$ cat src/rtl/hi_sim_response_scheduler.sv
// ISO 14443A tag response sequencer: byte FIFO, FDT wait after reader pause, Manchester fc/16 load modulation.
// Define HI_SIM_PARITY_EN to append an odd-parity bit after every byte.
module hi_sim_response_scheduler #(
    parameter int BUF_DEPTH = 8,
    parameter int FDT_WIDTH = 12
) (
    input  logic                       ck_1356meg,
    input  logic                       rst_n,
    input  logic                       byte_valid,
    input  logic [7:0]                 byte_data,
    output logic                       byte_ready,
    input  logic                       start,
    input  logic                       abort,
    input  logic [FDT_WIDTH-1:0]       fdt,
    input  logic                       reader_field,
    output logic                       mod_out,
    output logic                       busy,
    output logic                       done,
    output logic [$clog2(BUF_DEPTH):0] fifo_count
);
    localparam int AW = $clog2(BUF_DEPTH);
    localparam logic [AW:0] DEPTH = (AW+1)'(BUF_DEPTH);

    typedef enum logic [2:0] {
        IDLE,
        WAIT_PAUSE,
        WAIT_FDT,
        SOF,
        DATA,
`ifdef HI_SIM_PARITY_EN
        PARITY,
`endif
        EOF,
        DONE
    } state_t;

    state_t state, state_next;

    logic [7:0]           mem [BUF_DEPTH];
    logic [AW-1:0]        wr_ptr, rd_ptr;
    logic [FDT_WIDTH-1:0] fdt_q, fdt_cnt;
    logic [6:0]           bc;
    logic [2:0]           bit_idx;
    logic [7:0]           shift;
`ifdef HI_SIM_PARITY_EN
    logic                 par_q;
`endif
    logic                 wr_en, pop, load_fdt, period_end;
    logic                 tx_active, in_frame, cur_bit, mod_next;

    assign byte_ready = (state == IDLE) && (fifo_count < DEPTH);
    assign busy       = (state != IDLE);
    assign done       = (state == DONE);
    assign wr_en      = byte_valid && byte_ready && !abort;
    assign period_end = (bc == 7'd127);

    always_ff @(posedge ck_1356meg or negedge rst_n) begin
        if (!rst_n) state <= IDLE;
        else        state <= state_next;
    end

    always_comb begin
        state_next = state;
        pop        = 1'b0;
        load_fdt   = 1'b0;
        tx_active  = 1'b0;
        in_frame   = 1'b0;
        cur_bit    = 1'b0;
        case (state)
            IDLE: if (start && fifo_count != '0) begin
                state_next = WAIT_PAUSE;
                load_fdt   = 1'b1;
            end
            WAIT_PAUSE: if (!reader_field) state_next = WAIT_FDT;
            WAIT_FDT: if (reader_field && fdt_cnt == fdt_q) state_next = SOF;
            SOF: begin
                tx_active = 1'b1;
                in_frame  = 1'b1;
                cur_bit   = 1'b1;
                if (period_end) begin
                    state_next = DATA;
                    pop        = 1'b1;
                end
            end
            DATA: begin
                tx_active = 1'b1;
                in_frame  = 1'b1;
                cur_bit   = shift[0];
                if (period_end && bit_idx == 3'd7) begin
`ifdef HI_SIM_PARITY_EN
                    state_next = PARITY;
`else
                    if (fifo_count != '0) pop = 1'b1;
                    else                  state_next = EOF;
`endif
                end
            end
`ifdef HI_SIM_PARITY_EN
            PARITY: begin
                tx_active = 1'b1;
                in_frame  = 1'b1;
                cur_bit   = par_q;
                if (period_end) begin
                    if (fifo_count != '0) begin
                        state_next = DATA;
                        pop        = 1'b1;
                    end else begin
                        state_next = EOF;
                    end
                end
            end
`endif
            EOF: begin
                in_frame = 1'b1;
                if (period_end) state_next = DONE;
            end
            DONE: state_next = IDLE;
            default: state_next = IDLE;
        endcase
        // Logic 1 modulates the first half-bit, logic 0 the second; bc[3] gives the fc/16 subcarrier.
        mod_next = tx_active & (bc[6] ^ cur_bit) & ~bc[3];
        if (abort) begin
            state_next = IDLE;
            pop        = 1'b0;
            load_fdt   = 1'b0;
        end
    end

    always_ff @(posedge ck_1356meg) begin
        if (wr_en) mem[wr_ptr] <= byte_data;
    end

    always_ff @(posedge ck_1356meg or negedge rst_n) begin
        if (!rst_n) begin
            mod_out    <= 1'b0;
            fdt_q      <= '0;
            fdt_cnt    <= '0;
            bc         <= '0;
            bit_idx    <= '0;
            shift      <= '0;
`ifdef HI_SIM_PARITY_EN
            par_q      <= 1'b0;
`endif
            wr_ptr     <= '0;
            rd_ptr     <= '0;
            fifo_count <= '0;
        end else begin
            mod_out <= abort ? 1'b0 : mod_next;
            if (load_fdt) fdt_q <= fdt;
            // Any reader pause restarts the delay; the counter only runs while the field is up.
            if (abort || state != WAIT_FDT || !reader_field) fdt_cnt <= '0;
            else                                              fdt_cnt <= fdt_cnt + 1'b1;
            if (abort || !in_frame) bc <= '0;
            else                    bc <= bc + 7'd1;
            if (pop) begin
                shift   <= mem[rd_ptr];
                bit_idx <= '0;
`ifdef HI_SIM_PARITY_EN
                par_q   <= ~^mem[rd_ptr];
`endif
            end else if (state == DATA && period_end) begin
                shift   <= shift >> 1;
                bit_idx <= bit_idx + 3'd1;
            end
            if (abort) begin
                wr_ptr     <= '0;
                rd_ptr     <= '0;
                fifo_count <= '0;
            end else if (wr_en) begin
                wr_ptr     <= wr_ptr + 1'b1;
                fifo_count <= fifo_count + 1'b1;
            end else if (pop) begin
                rd_ptr     <= rd_ptr + 1'b1;
                fifo_count <= fifo_count - 1'b1;
            end
        end
    end
endmodule

$ cat config.mk
export PLATFORM = sky130hd
export DESIGN_NAME = hi_sim_response_scheduler
export DESIGN_NICKNAME = d
export VERILOG_FILES = /design/src/rtl/hi_sim_response_scheduler.sv
export SDC_FILE = /design/constraint.sdc
export NUM_CORES = 1
export LEC_CHECK = 0
export BUFFER_PORTS_ARGS = -buffer_cell sky130_fd_sc_hd__buf_2
export CAP_MARGIN = 20
export CORE_MARGIN = 8
export CORE_UTILIZATION = 54
export DETAILED_ROUTE_END_ITERATION = 12
export PLACE_DENSITY = 0.79
export REMOVE_ABC_BUFFERS = 1
export SYNTH_ARGS = -nofsm -noshare
export SYNTH_HDL_FRONTEND = slang
export SYNTH_SLANG_ARGS = --single-unit
export TNS_END_PERCENT = 20
$ cat constraint.sdc
create_clock -name ck_1356meg -period 2.09 [get_ports ck_1356meg]
set_input_delay 0.209 -clock ck_1356meg [delete_from_list [all_inputs] [get_ports ck_1356meg]]
set_output_delay 0.209 -clock ck_1356meg [all_outputs]
set_load 0.02 [all_outputs]
==> flow_summary.ini <==
[run_status]
status = finished with violations
failing_checks = setup timing

[detailed_routing]
detail_route.drc_violations = 0
detail_route.vias_per_cell = 5.41
vias = 3292
wire_per_inst_um = 17.8
detailedRoute.firstPassIterationCount = 4
final_antenna_net_count = 0
detail_route.iter0.violations = 166
routed_wl_um = 10800

[floorplan]
io_pins = 34
initial_core_util = 0.549
chipWidth_um = 115
die_h_um = 115
core_region_area_um2 = 9640
design.die.area_um2 = 13200
rows = 36

[cts]
cts_sinks = 120
h_tree_levels = 4
root_buf_cell = sky130_fd_sc_hd__clkbuf_8
cts_inserted_buffers = 17
insertion_delay_ps = 510
max_buffers_root_to_sink = 2
tritoncts = done
cts.clk_slew.worst_paths_ps = 50

[yosys]
syn_area_per_cell_um2 = 14.2
synth_cell_types = 43
synth_ff_type = sky130_fd_sc_hd__edfxtp_1
synth_edf_count = 64
synth-async-reset-ratio = 0.467
ys_ff_latch = 120
syn_area_um2 = 5300
postSynthCellCount = 373
ys.warnings.count = 0
synth-seq-area-share = 0.627

[sta]
drv_slew = 0
post-route-worst-setup-slack_ps = -214
fmax_mhz = 434
report.final.hold_viol_count = 0
layout_min_cycle_time_ps = 2300
layout_worst_path_cycle_share = 1.10
finalHoldWorstSlack_ps = 23.8
worst-slew-pin-transition_ps = 647
rsz0062_at_grt = yes
timing.final.setup_violations = 25
finalClockSkew_ps = 6.50
slew_headroom = 0.568

[power]
power.clock.fraction = 0.420
p_int_mw = 5.18
power_frac_comb = 0.164
powerDensity_nw_per_um2 = 1020
power_switching_share = 0.241
max-vdd-ir-drop_v = 0.000776
p_switching_mw = 1.65
power.share.sequential = 0.416
static_leakage_nw = 2.61

[placed_design]
hpwlAfterDp_um = 6910
numPortBuffers = 33
postPlaceCellArea_um2 = 5800
routabilityCongestion = 0.833
place_worst_setup_slack_ps = -220

[final_layout]
n_fill_cell = 656
mostFrequentLayoutCell = sky130_fd_sc_hd__edfxtp_1
antenna-diode-count = 0
fin_nets = 499
layout_common_cells = sky130_fd_sc_hd__edfxtp_1, sky130_fd_sc_hd__dfrtp_1, sky130_fd_sc_hd__nor2_1
layout-area-overhead-vs-synth_pct = 26.7
final_layout_size_suffix_gt1_frac = 0.282
stdcell_area_um2 = 6710

[global_routing]
grt_first_pass_wirelength_um = 17800
grt_pass1_vias = 3450
grt.overflow.total = 0
grt_start_max_net_pins = 22
grtUsageTotal = 0.179
initial_antenna_violation_count = 0

[min_path]
min_delay_path_depth = 2
worst_hold_startpoint = reader_field
hold_path.class = input port to flop

[critical_path]
worstPathRequired_ps = 2520
regToRegStartpoint = state[1]
criticalPathCategory = flop to flop
worstSetupStartpoint = state[1]
cp-end-kind = flop
worstRegToRegCells = 10
timing.critical_path.to = fifo_count[3]
worst-r2r-setup-slack_ps = -210
reg2reg_to = fifo_count[3]
critPathArrivalTime_ps = 2740
path_max_fanout = 3
cp-start-kind = flop

[flow_run]
maxCapViolCount = 0
-- cell type report --
cell class	instances	area (um2)	area share
clock inverters	10	154	0.0229
inverters	6	22.5	0.00336
clock buffers	20	425	0.0634
well taps	133	166	0.0248
repair buffers	88	664	0.0990
multi-input cells	231	1960	0.291
flip-flops and latches	120	3320	0.495
-- sequential cells by signal, summed over array words and instances, names as in the netlist --
| name | count |
|---|---|
| mem | 64 |
| fdt_cnt | 12 |
| fdt_q | 12 |
| shift | 8 |
| bc | 7 |
| fifo_count | 4 |
| bit_idx | 3 |
| rd_ptr | 3 |
| state | 3 |
| wr_ptr | 3 |
| mod_out | 1 |
-- routing by layer --
| layer | track usage | up-vias | part of all wire | wire, um |
|---|---|---|---|---|
| li1 | - | 1550 | - | - |
| met1 | 0.208 | 1643 | 0.42 | 4600 |
| met2 | 0.300 | 84 | 0.51 | 5490 |
| met3 | 0.0625 | 15 | 0.051 | 547 |
| met4 | 0.0683 | 0 | 0.017 | 187 |
| met5 | 0 | - | 0 | 0 |
-- logic make-up after synthesis --
| group | synth area share |
|---|---|
| compound gates | 0.0371 |
| mux | 0.143 |
| xor+xnor | 0.0546 |
| buf+inv | 0.0182 |
| flops | 0.627 |
| simple gates | 0.0973 |
| fa+ha+maj | 0.0227 |
-- metrics by stage --
stage	instances	setup TNS [ps]	power (mW)	utilization
2_1_floorplan	357	-49240	3.47	-
3_5_place_dp	554	-2620	3.85	0.602
6_report	608	-852	6.82	0.696
5_1_grt	608	-2830	7.11	0.696
3_3_place_gp	554	-159	3.80	0.602
4_1_cts	606	-181	6.80	0.689
-- worst min-delay path by stage --
stage	end	slack (ps)
2_1_floorplan	bc[0]	-90
3_3_place_gp	fdt_q[4]	160
3_5_place_dp	fdt_cnt[4]	150
4_1_cts	fdt_cnt[1]	2
5_1_grt	fdt_cnt[1]	10
6_report	fdt_cnt[1]	20
-- timing repair --
item | CTS | global route
pin swaps | 2 | 5
hold buffers | 22 | 0
resized for setup | 8 | 11
setup buffers | 0 | 2
hold endpoints to repair | 93 | 0
endpoints found under the setup margin | 21 | 38
-- power groups by stage --
stage | Sequential, mW | Clock, mW | Combinational, mW
after floorplan | 2.90 | 0 | 0.566
after global placement | 2.86 | 0 | 0.941
after detailed placement | 2.87 | 0 | 0.983
after CTS | 2.83 | 2.92 | 1.05
after global routing | 2.86 | 3.03 | 1.23
final | 2.84 | 2.87 | 1.12
-- synthesized netlist by cell type, types with 5 or more instances --
cell type,instances,share of area
sky130_fd_sc_hd__xor2_1,17,0.028
sky130_fd_sc_hd__nand2_1,20,0.014
sky130_fd_sc_hd__o21ai_0,7,0.0066
sky130_fd_sc_hd__mux4_2,16,0.068
sky130_fd_sc_hd__clkbuf_1,8,0.0057
sky130_fd_sc_hd__ha_1,8,0.019
sky130_fd_sc_hd__dfrtp_1,56,0.26
sky130_fd_sc_hd__nand2b_1,5,0.0059
sky130_fd_sc_hd__buf_2,5,0.0047
sky130_fd_sc_hd__nor3_1,6,0.0057
sky130_fd_sc_hd__xnor2_1,16,0.026
sky130_fd_sc_hd__mux2_2,12,0.026
sky130_fd_sc_hd__mux2i_1,26,0.049
sky130_fd_sc_hd__a21oi_1,8,0.0076
sky130_fd_sc_hd__inv_1,6,0.0043
sky130_fd_sc_hd__nor2_1,40,0.028
sky130_fd_sc_hd__edfxtp_1,64,0.36
sky130_fd_sc_hd__nand3_1,11,0.010
-- worst max-delay path: stages, from the launching register on --
cell and delay (ps):
sky130_fd_sc_hd__dfrtp_1 400, sky130_fd_sc_hd__nor4_2 320, sky130_fd_sc_hd__buf_4 190, sky130_fd_sc_hd__nand2_4 60
sky130_fd_sc_hd__nor2_4 90, sky130_fd_sc_hd__inv_2 60, sky130_fd_sc_hd__buf_4 140, sky130_fd_sc_hd__ha_4 210
sky130_fd_sc_hd__a21o_1 200, sky130_fd_sc_hd__or4_1 400, sky130_fd_sc_hd__a31oi_1 160
(Power assumes the default switching activity.)
